### config.mk
export PLATFORM = sky130hd
export DESIGN_NAME = multicycle_datapath_flat
export DESIGN_NICKNAME = d
export VERILOG_FILES = /design/src/rtl/multicycle_datapath_if.sv /design/src/rtl/multicycle_datapath.sv /design/src/flat_wrapper.sv
export SDC_FILE = /design/constraint.sdc
export NUM_CORES = 1
export LEC_CHECK = 0
export ABC_AREA = 0
export BUFFER_PORTS_ARGS = -buffer_cell sky130_fd_sc_hd__buf_4
export CAP_MARGIN = 15
export CORE_MARGIN = 10
export CORE_UTILIZATION = 55
export CTS_CLUSTER_SIZE = 12
export DETAILED_ROUTE_END_ITERATION = 10
export GPL_TIMING_DRIVEN = 1
export HOLD_SLACK_MARGIN = 0.08
export PLACE_DENSITY_LB_ADDON = 0.2
export SLEW_MARGIN = 20
export SYNTH_ARGS = -nofsm -noshare
export SYNTH_HDL_FRONTEND = slang
export SYNTH_SLANG_ARGS = --single-unit
### constraint.sdc
create_clock -name clk -period 6.6 [get_ports clk]
set_input_delay 1.32 -clock clk [delete_from_list [all_inputs] [get_ports clk]]
set_output_delay 1.32 -clock clk [all_outputs]
set_load 0.02 [all_outputs]
### src/rtl/multicycle_datapath_if.sv
// Bundle between the control unit/memory and multicycle_datapath: control strobes
// and read data toward the datapath, memory port and status back.
interface multicycle_datapath_if;
  logic        pcen;
  logic        irwrite;
  logic        regwrite;
  logic        alusrca;
  logic        iord;
  logic        memtoreg;
  logic        regdst;
  logic        memwrite;
  logic [1:0]  alusrcb;
  logic [1:0]  pcsrc;
  logic [2:0]  alucontrol;
  logic [15:0] mem_rdata;
  logic [15:0] mem_addr;
  logic [15:0] mem_wdata;
  logic        mem_we;
  logic [3:0]  op;
  logic        zero;
  logic        carry;

  modport master (
    output pcen, irwrite, regwrite, alusrca, iord, memtoreg, regdst, memwrite,
    output alusrcb, pcsrc, alucontrol, mem_rdata,
    input  mem_addr, mem_wdata, mem_we, op, zero, carry
  );

  modport slave (
    input  pcen, irwrite, regwrite, alusrca, iord, memtoreg, regdst, memwrite,
    input  alusrcb, pcsrc, alucontrol, mem_rdata,
    output mem_addr, mem_wdata, mem_we, op, zero, carry
  );
endinterface

### src/rtl/multicycle_datapath.sv
// 16-bit multicycle datapath: PC, IR, MDR, A/B, ALUOut, 8x16 register file, carry flag.
// Optional MDP_DBGPORT_EN adds a combinational register-file debug read port.
module multicycle_datapath #(
  parameter logic [15:0] RESET_PC = 16'h0000
) (
  input  logic                 clk,
  input  logic                 reset,
`ifdef MDP_DBGPORT_EN
  input  logic [2:0]           dbg_sel,
  output logic [15:0]          dbg_data,
  multicycle_datapath_if.slave bus
`else
  multicycle_datapath_if.slave bus
`endif
);

  logic [15:0] pc, ir, mdr, a_q, b_q, aluout;
  logic        cshadow, carry_q;
  logic [15:0] rf [0:7];

  logic [2:0]  rs, rt, rd, wdest;
  logic [15:0] sx, zx, src_a, src_b, result, pc_next, wdata, rs_val, rt_val;
  logic        c;

  assign rs = ir[11:9];
  assign rt = ir[8:6];
  assign rd = ir[5:3];
  assign sx = {{10{ir[5]}}, ir[5:0]};
  assign zx = {10'd0, ir[5:0]};

  // r0 is hardwired to zero on every read port.
  assign rs_val = (rs == 3'd0) ? 16'd0 : rf[rs];
  assign rt_val = (rt == 3'd0) ? 16'd0 : rf[rt];

  assign src_a = bus.alusrca ? a_q : pc;
  assign wdest = bus.regdst ? rd : rt;
  assign wdata = bus.memtoreg ? mdr : aluout;

  always_comb begin
    // NOTE: every always_comb output gets a default first so no path infers a latch.
    src_b = b_q;
    unique case (bus.alusrcb)
      2'b00: src_b = b_q;
      2'b01: src_b = 16'd1;
      2'b10: src_b = sx;
      2'b11: src_b = zx;
    endcase
  end

  always_comb begin
    result = 16'd0;
    c      = 1'b0;
    unique case (bus.alucontrol)
      3'b000: result = src_a & src_b;
      3'b001: result = src_a | src_b;
      3'b010: {c, result} = {1'b0, src_a} + {1'b0, src_b};
      3'b011: {c, result} = {1'b0, src_a} + {1'b0, ~src_b} + 17'd1;
      3'b100: result = src_a ^ src_b;
      3'b101: result = {15'd0, $signed(src_a) < $signed(src_b)};
      3'b110: begin
        result = {src_a[14:0], 1'b0};
        c      = src_a[15];
      end
      3'b111: begin
        result = {1'b0, src_a[15:1]};
        c      = src_a[0];
      end
    endcase
  end

  always_comb begin
    pc_next = result;
    unique case (bus.pcsrc)
      2'b00: pc_next = result;
      2'b01: pc_next = aluout;
      2'b10: pc_next = {pc[15:12], ir[11:0]};
      2'b11: pc_next = a_q;
    endcase
  end

  // NOTE: sequential state uses non-blocking assignments so every register samples pre-edge values.
  always_ff @(posedge clk or negedge reset) begin
    if (!reset) begin
      pc      <= RESET_PC;
      ir      <= 16'd0;
      mdr     <= 16'd0;
      a_q     <= 16'd0;
      b_q     <= 16'd0;
      aluout  <= 16'd0;
      cshadow <= 1'b0;
      carry_q <= 1'b0;
    end else begin
      mdr     <= bus.mem_rdata;
      a_q     <= rs_val;
      b_q     <= rt_val;
      aluout  <= result;
      cshadow <= c;
      if (bus.irwrite) ir <= bus.mem_rdata;
      if (bus.pcen) pc <= pc_next;
      // Only ALU writebacks move the flag; loads and fetch increments leave it alone.
      if (bus.regwrite && !bus.memtoreg) carry_q <= cshadow;
    end
  end

  // NOTE: the register file sits on the async reset too, since reset must leave every entry at zero.
  always_ff @(posedge clk or negedge reset) begin
    if (!reset) begin
      for (int i = 0; i < 8; i++) rf[i] <= 16'd0;
    end else if (bus.regwrite && (wdest != 3'd0)) begin
      rf[wdest] <= wdata;
    end
  end

`ifdef MDP_DBGPORT_EN
  assign dbg_data = (dbg_sel == 3'd0) ? 16'd0 : rf[dbg_sel];
`endif

  assign bus.mem_addr  = bus.iord ? aluout : pc;
  assign bus.mem_wdata = b_q;
  assign bus.mem_we    = bus.memwrite;
  assign bus.op        = ir[15:12];
  assign bus.zero      = (result == 16'd0);
  assign bus.carry     = carry_q;

endmodule

### src/flat_wrapper.sv
// flat-port wrapper written by rule: the top's interface ports become plain ports
module multicycle_datapath_flat 
#(
  parameter logic [15:0] RESET_PC = 16'h0000
)
  (clk, reset, bus_pcen, bus_irwrite, bus_regwrite, bus_alusrca, bus_iord, bus_memtoreg, bus_regdst, bus_memwrite, bus_alusrcb, bus_pcsrc, bus_alucontrol, bus_mem_rdata, bus_mem_addr, bus_mem_wdata, bus_mem_we, bus_op, bus_zero, bus_carry);
  multicycle_datapath_if bus_i ();
  input  logic clk;
  input  logic reset;
  input wire logic [$bits(bus_i.pcen)-1:0] bus_pcen;
  input wire logic [$bits(bus_i.irwrite)-1:0] bus_irwrite;
  input wire logic [$bits(bus_i.regwrite)-1:0] bus_regwrite;
  input wire logic [$bits(bus_i.alusrca)-1:0] bus_alusrca;
  input wire logic [$bits(bus_i.iord)-1:0] bus_iord;
  input wire logic [$bits(bus_i.memtoreg)-1:0] bus_memtoreg;
  input wire logic [$bits(bus_i.regdst)-1:0] bus_regdst;
  input wire logic [$bits(bus_i.memwrite)-1:0] bus_memwrite;
  input wire logic [$bits(bus_i.alusrcb)-1:0] bus_alusrcb;
  input wire logic [$bits(bus_i.pcsrc)-1:0] bus_pcsrc;
  input wire logic [$bits(bus_i.alucontrol)-1:0] bus_alucontrol;
  input wire logic [$bits(bus_i.mem_rdata)-1:0] bus_mem_rdata;
  output wire logic [$bits(bus_i.mem_addr)-1:0] bus_mem_addr;
  output wire logic [$bits(bus_i.mem_wdata)-1:0] bus_mem_wdata;
  output wire logic [$bits(bus_i.mem_we)-1:0] bus_mem_we;
  output wire logic [$bits(bus_i.op)-1:0] bus_op;
  output wire logic [$bits(bus_i.zero)-1:0] bus_zero;
  output wire logic [$bits(bus_i.carry)-1:0] bus_carry;
  assign bus_i.pcen = bus_pcen;
  assign bus_i.irwrite = bus_irwrite;
  assign bus_i.regwrite = bus_regwrite;
  assign bus_i.alusrca = bus_alusrca;
  assign bus_i.iord = bus_iord;
  assign bus_i.memtoreg = bus_memtoreg;
  assign bus_i.regdst = bus_regdst;
  assign bus_i.memwrite = bus_memwrite;
  assign bus_i.alusrcb = bus_alusrcb;
  assign bus_i.pcsrc = bus_pcsrc;
  assign bus_i.alucontrol = bus_alucontrol;
  assign bus_i.mem_rdata = bus_mem_rdata;
  assign bus_mem_addr = bus_i.mem_addr;
  assign bus_mem_wdata = bus_i.mem_wdata;
  assign bus_mem_we = bus_i.mem_we;
  assign bus_op = bus_i.op;
  assign bus_zero = bus_i.zero;
  assign bus_carry = bus_i.carry;
  multicycle_datapath #(.RESET_PC(RESET_PC)) u_core (.clk(clk), .reset(reset), .bus(bus_i));
endmodule
==> flow_summary.json, run 1 <==
{
  "outcome": "completed",
  "final_common_cell": "dfrtp_1",
  "routabilityCongestion": 0.9717,
  "cts_tree": "yes",
  "post_cts_buffers": 0,
  "hp-class": "reg -> reg",
  "finalPower_mw": 5.693,
  "cp_max_fo": 18,
  "power_density_nw_per_um2": 403.6,
  "worstPathCellList": "buf_4 -> nor2_1 -> a22o_1 -> inv_1 -> fa_1 -> nor2b_1 -> o2111ai_1 -> and3_2 -> o31ai_1 -> mux2_2 -> a221oi_1 -> nand4_1 -> nor4_2 -> buf_4",
  "crit_path_end_kind": "primary output",
  "gr-total-overflow": 0,
  "leakage_nw": 6.320,
  "wirelength_mm": 37.45,
  "switching_share_pct": 38.50,
  "min_period_over_period_pct": 96.34,
  "numPortBuffers": 69,
  "relSlewSlack_pct": 37.32,
  "hold_violations": 0,
  "synth_area_sq_um": 12820,
  "maxCapViolCount": 0,
  "clock_sinks": 210,
  "rr_endpoint": "u_core.pc[7]$_DFFE_PN0P_",
  "syn_avg_cell_area_sq_um": 9.817,
  "diodes": 0,
  "ys_seq_area_share_pct": 40.99,
  "drc_errors": 0,
  "cp_slowest_cell": "fa_1",
  "drt_iter0_drc": 995,
  "ctsRootBufferMaster": "clkbuf_16",
  "pin_count": 72,
  "rsz0062_at_grt": "no",
  "fillers": 1914,
  "vias_per_cell": 6.310,
  "ir_drop_v": 0.0002947,
  "clkPwrFrac_pct": 21.3,
  "arrival_ps": 5040,
  "yosys_warnings": 0,
  "hold_start": "u_core.cshadow$_DFF_PN0_",
  "final_cell_mix": "dfrtp_1 (208), nand2_1 (164), o21ai_0 (158)",
  "setup.worst_path.class": "in -> out",
  "synth_cell_types": 80,
  "drtPass1Iterations": 5,
  "grt_pass1_vias": 10250,
  "area_growth_pct": 10.03,
  "synth_edf_count": 0,
  "crit_path_frequent_cell": "buf_4",
  "p_int_mw": 3.502,
  "combPwrFrac_pct": 41.4,
  "finalSetupViolCount": 0,
  "antenna_found_initial": 0,
  "hold_depth": 1,
  "grt_pass1_wl_mm": 58.99,
  "coreArea_sq_um": 22780,
  "die-area_sq_um": 29820,
  "postRouteAntennaNets": 0,
  "start_util_pct": 56.29,
  "whs_ps": 482.5,
  "globalRouteTotalUtil_pct": 24.35,
  "regToRegStartpoint": "u_core.ir[5]$_DFFE_PN0P_",
  "timing.setup.tns_ps": 0,
  "wl_per_cell_microns": 22.86,
  "vias": 10340,
  "cp-start-kind": "primary input",
  "crit_start": "bus_alusrcb[1]",
  "seq_power_share_pct": 37.3,
  "rows": 55,
  "finalNetCount": 1399,
  "finClkSkew_ps": 8.547,
  "tightestPinTransition_ps": 936.0,
  "clkSlewWorstSetupHoldPaths_ps": 60,
  "numCtsBuffers": 22,
  "drive_above_1_share_pct": 20.23,
  "rrSetupSlack_ps": 2820,
  "critPathMaxStageDelay_ps": 470,
  "p_switching_mw": 2.192,
  "htree_num_levels": 1,
  "hold_end": "u_core.bus.carry$_DFFE_PN0P_",
  "ys_ff_latch": 210,
  "chipHeight_microns": 172.7,
  "fin_crit_ps": 6358,
  "syn_inst": 1306,
  "hpwl_mm": 25.96,
  "die_x_microns": 172.7,
  "r2r_cells": 10,
  "synthArstFlopShare_pct": 100.0,
  "synth_nets": 1390,
  "clock_path_buffers": 3,
  "fmax_mhz": 157.3,
  "slew_viol_final": 0,
  "grt_start_max_net_pins": 88,
  "required_ps": 5280,
  "clk_latency_ps": 500,
  "ys.flop_type": "dfrtp_1"
}
-- kinds of logic (layout without fill, tap and decap cells) --
logic type	Yosys count	after routing	share of synthesized area [%]
XOR/XNOR	4	4	0.2733
buffers and inverters	175	194	6.011
multiplexers	159	159	17.53
AO/OA/AOI/OAI	387	387	18.72
adder cells (fa/ha/maj)	51	51	5.094
flip-flops	210	210	40.99
AND/OR/NAND/NOR	320	320	11.39
-- worst max-delay path: cells and delay by family --
family | cells | cell delay, ps
adders and majority gates | 1 | 470
AOI/OAI and AO/OA | 4 | 1140
buffers and inverters | 3 | 480
and+or+nand+nor | 5 | 1210
muxes | 1 | 400
-- how the worst max path moves through the flow --
stage,end,cells past startpoint
4_1_cts,bus_zero,14
2_1_floorplan,bus_zero,14
6_report,bus_zero,14
3_5_place_dp,bus_zero,14
3_3_place_gp,bus_zero,12
5_1_grt,bus_zero,14
-- repair_timing --
action / in CTS / in global routing
resized for setup: 0 / 1
hold buffers: 0 / 0
setup endpoints to repair: 0 / 1
-- metal layers --
layer	GRT usage, %	share of wire (%)
met3	2.723	5.9
met2	41.94	50
met1	31.37	41
met5	0	0
met4	8.049	3.3
-- per-stage QoR --
stage | area, sq um | instances | worst slack, ps | utilization, %
after detailed placement | 13380 | 1604 | 278.0 | 58.75
after CTS | 14090 | 1638 | 242.9 | 61.84
after global placement | 13380 | 1604 | 390.0 | 58.75
after floorplan | 12820 | 1306 | 466.2 | -
final | 14110 | 1638 | 241.5 | 61.93
after global routing | 14110 | 1638 | 45.92 | 61.93
-- Yosys cell counts (13+ instances only) --
master    instances  area (sq um)
a21oi_1          69         345.3
a221oi_1         17         148.9
a22oi_1          21         157.7
buf_1            13         48.80
clkbuf_1         65         244.0
dfrtp_1         210          5255
ha_1             49         613.1
inv_1            70         262.8
mux2_2           77         867.1
mux2i_1          36         360.4
mux4_2           43         968.4
nand2_1         170         638.1
nand2b_1         19         118.9
nor2_1           53         198.9
o211ai_1         19         142.6
o21ai_0         159         795.8
o22ai_1          13         81.33
-- final cells by class --
class                      instances  area [sq um]  area share, %
clock inverter                     1         30.03         0.2129
sequential                       210          5258          37.27
tap                              313         391.6          2.776
timing repair buffer              86         651.9          4.621
clock buffer                      33         673.1          4.772
inverter                          74         277.8          1.969
multi-input combinational        921          6825          48.38
-- flip-flops by register name, summed over array words and instances, names as in the netlist --
register	cells
u_core.rf	112
u_core.a_q	16
u_core.aluout	16
u_core.bus.mem_wdata	16
u_core.ir	16
u_core.mdr	16
u_core.pc	16
u_core.bus.carry	1
u_core.cshadow	1
-- power by group through the flow --
stage	sequential [mW]	clock, mW	combinational, mW
floorplan	2.03	0	1.65
global placement	2.10	0	2.27
detailed placement	2.12	0	2.30
CTS	2.11	1.23	2.32
global route	2.17	1.28	2.59
finish	2.12	1.21	2.36
No activity file was read; power rests on OpenSTA's default activity.
==> run 2: changes to the inputs <==
Clock period 6.6 ns to 7.91 ns, I/O delays scaled along.
==> run 2 against run 1 <==
Net effect: via count shrank 0.63%; routed wire length shrank 1.4%; sequential share of layout area grew 0.20 points; hold slack lost 4.9 ps; clock skew is essentially flat; largest power group unchanged; highest routed layer unchanged.
==> flow_summary.json, run 2 (synthesis results as in run 1) <==
{
  "outcome": "completed",
  "relSlewSlack_pct": 25.23,
  "hold_violations": 0,
  "cp-start-kind": "primary input",
  "routabilityCongestion": 0.9692,
  "final_cell_mix": "dfrtp_1 (208), nand2_1 (166), o21ai_0 (158)",
  "antenna_found_initial": 0,
  "maxCapViolCount": 0,
  "finalPower_mw": 4.688,
  "fillers": 1895,
  "hold_end": "u_core.bus.carry$_DFFE_PN0P_",
  "postRouteAntennaNets": 0,
  "drt_iter0_drc": 1096,
  "numCtsBuffers": 22,
  "finClkSkew_ps": 8.582,
  "grt_start_max_net_pins": 120,
  "regMostFlops": "u_core.rf",
  "postCtsHoldBufs": 0,
  "required_ps": 6330,
  "vias": 10270,
  "drive_above_1_share_pct": 19.59,
  "clkSlewWorstSetupHoldPaths_ps": 60,
  "slew_viol_final": 0,
  "hp-class": "reg -> reg",
  "utilization_pct": 61.60,
  "grt_pass1_wl_mm": 58.73,
  "tightestPinTransition_ps": 1119,
  "ir_drop_v": 0.0001962,
  "wl_per_cell_microns": 22.58,
  "rsz0062_at_grt": "no",
  "htree_num_levels": 1,
  "globalRouteTotalUtil_pct": 24.17,
  "rr_endpoint": "u_core.pc[7]$_DFFE_PN0P_",
  "clock_path_buffers": 3,
  "fin_crit_ps": 7091,
  "grt_pass1_vias": 10280,
  "drc_errors": 0,
  "ctsRootBufferMaster": "clkbuf_16",
  "wirelength_mm": 36.93,
  "post_cts_buffers": 0,
  "regToRegStartpoint": "u_core.a_q[1]$_DFF_PN0_",
  "start_util_pct": 56.29,
  "rrSetupSlack_ps": 3980,
  "final_common_cell": "dfrtp_1",
  "crit_path_end_kind": "primary output",
  "timing.setup.tns_ps": 0,
  "area_growth_pct": 9.437,
  "hpwl_mm": 26.00,
  "arrival_ps": 5510,
  "largest_reg_flops": 112,
  "gr-total-overflow": 0,
  "cts_tree": "yes",
  "power_density_nw_per_um2": 334.1,
  "diodes": 0,
  "hold_start": "u_core.cshadow$_DFF_PN0_",
  "hold_depth": 1,
  "die_x_microns": 172.7,
  "finalNetCount": 1394,
  "r2r_cells": 10,
  "finalSetupViolCount": 0,
  "die-area_sq_um": 29820,
  "numPortBuffers": 69,
  "pin_count": 72,
  "rows": 55,
  "chipHeight_microns": 172.7,
  "cp_max_fo": 17,
  "leakage_nw": 6.281,
  "coreArea_sq_um": 22780,
  "cts_resized": 0,
  "clk_latency_ps": 500,
  "min_period_over_period_pct": 89.64,
  "drtPass1Iterations": 5,
  "setup.worst_path.class": "in -> out",
  "fmax_mhz": 141.0,
  "clock_sinks": 210,
  "vias_per_cell": 6.281
}
==> run 2: through the flow <==
step                      hold slack (ps)  instance area [sq um]  worst slack (ps)  cells
final                               477.5                  14030             819.1   1635
after global routing                500.4                  14030             485.9   1635
after CTS                           482.6                  14020             867.4   1635
after detailed placement            468.3                  13350             906.0   1599
after global placement              458.5                  13350              1004   1599
after floorplan                     454.1                  12820              1252   1306
==> run 2: worst max-delay path by stage <==
stage	from	end	slack, ps	cells after the start
after floorplan	bus_alusrcb[1]	bus_zero	1250	14
after global placement	bus_alusrca	bus_zero	1000	13
after detailed placement	bus_alusrca	bus_zero	910	13
after CTS	bus_alusrca	bus_zero	870	13
after global routing	bus_alusrca	bus_zero	490	13
final	bus_alusrca	bus_zero	820	13
==> run 2: final cells by class <==
class / count / area [sq um] / share of cell area [%]
Inverter: 74 / 277.8 / 1.980
Clock inverter: 1 / 5.005 / 0.03567
Tap cell: 313 / 391.6 / 2.791
Sequential cell: 210 / 5258 / 37.47
Timing Repair Buffer: 81 / 614.3 / 4.378
Clock buffer: 35 / 670.6 / 4.780
Multi-Input combinational cell: 921 / 6814 / 48.56
==> run 2: critical path, cell delays in order <==
cell	delay [ps]
buf_4	280
mux2i_1	620
inv_1	140
ha_1	340
a211oi_1	470
o211ai_1	370
a21oi_1	310
or3_1	140
o211ai_1	130
a221oi_1	380
nand4_1	140
nor4_1	380
buf_4	220
==> run 2: per-layer routing <==
metal	track usage [%]	vias up	routed length, microns	part of all wire (%)
met3	2.178	65	1878	5.1
met4	7.690	0	1007	2.7
met5	0	-	0	0
met2	41.42	374	18380	50
met1	31.72	5122	15660	42
li1	-	4709	-	-
==> run 2: report_power, final <==
group / total (mW) / switching (mW) / internal, mW
Sequential: 1.77 / 0.313 / 1.46
Clock: 0.976 / 0.401 / 0.575
Combinational: 1.94 / 1.10 / 0.837
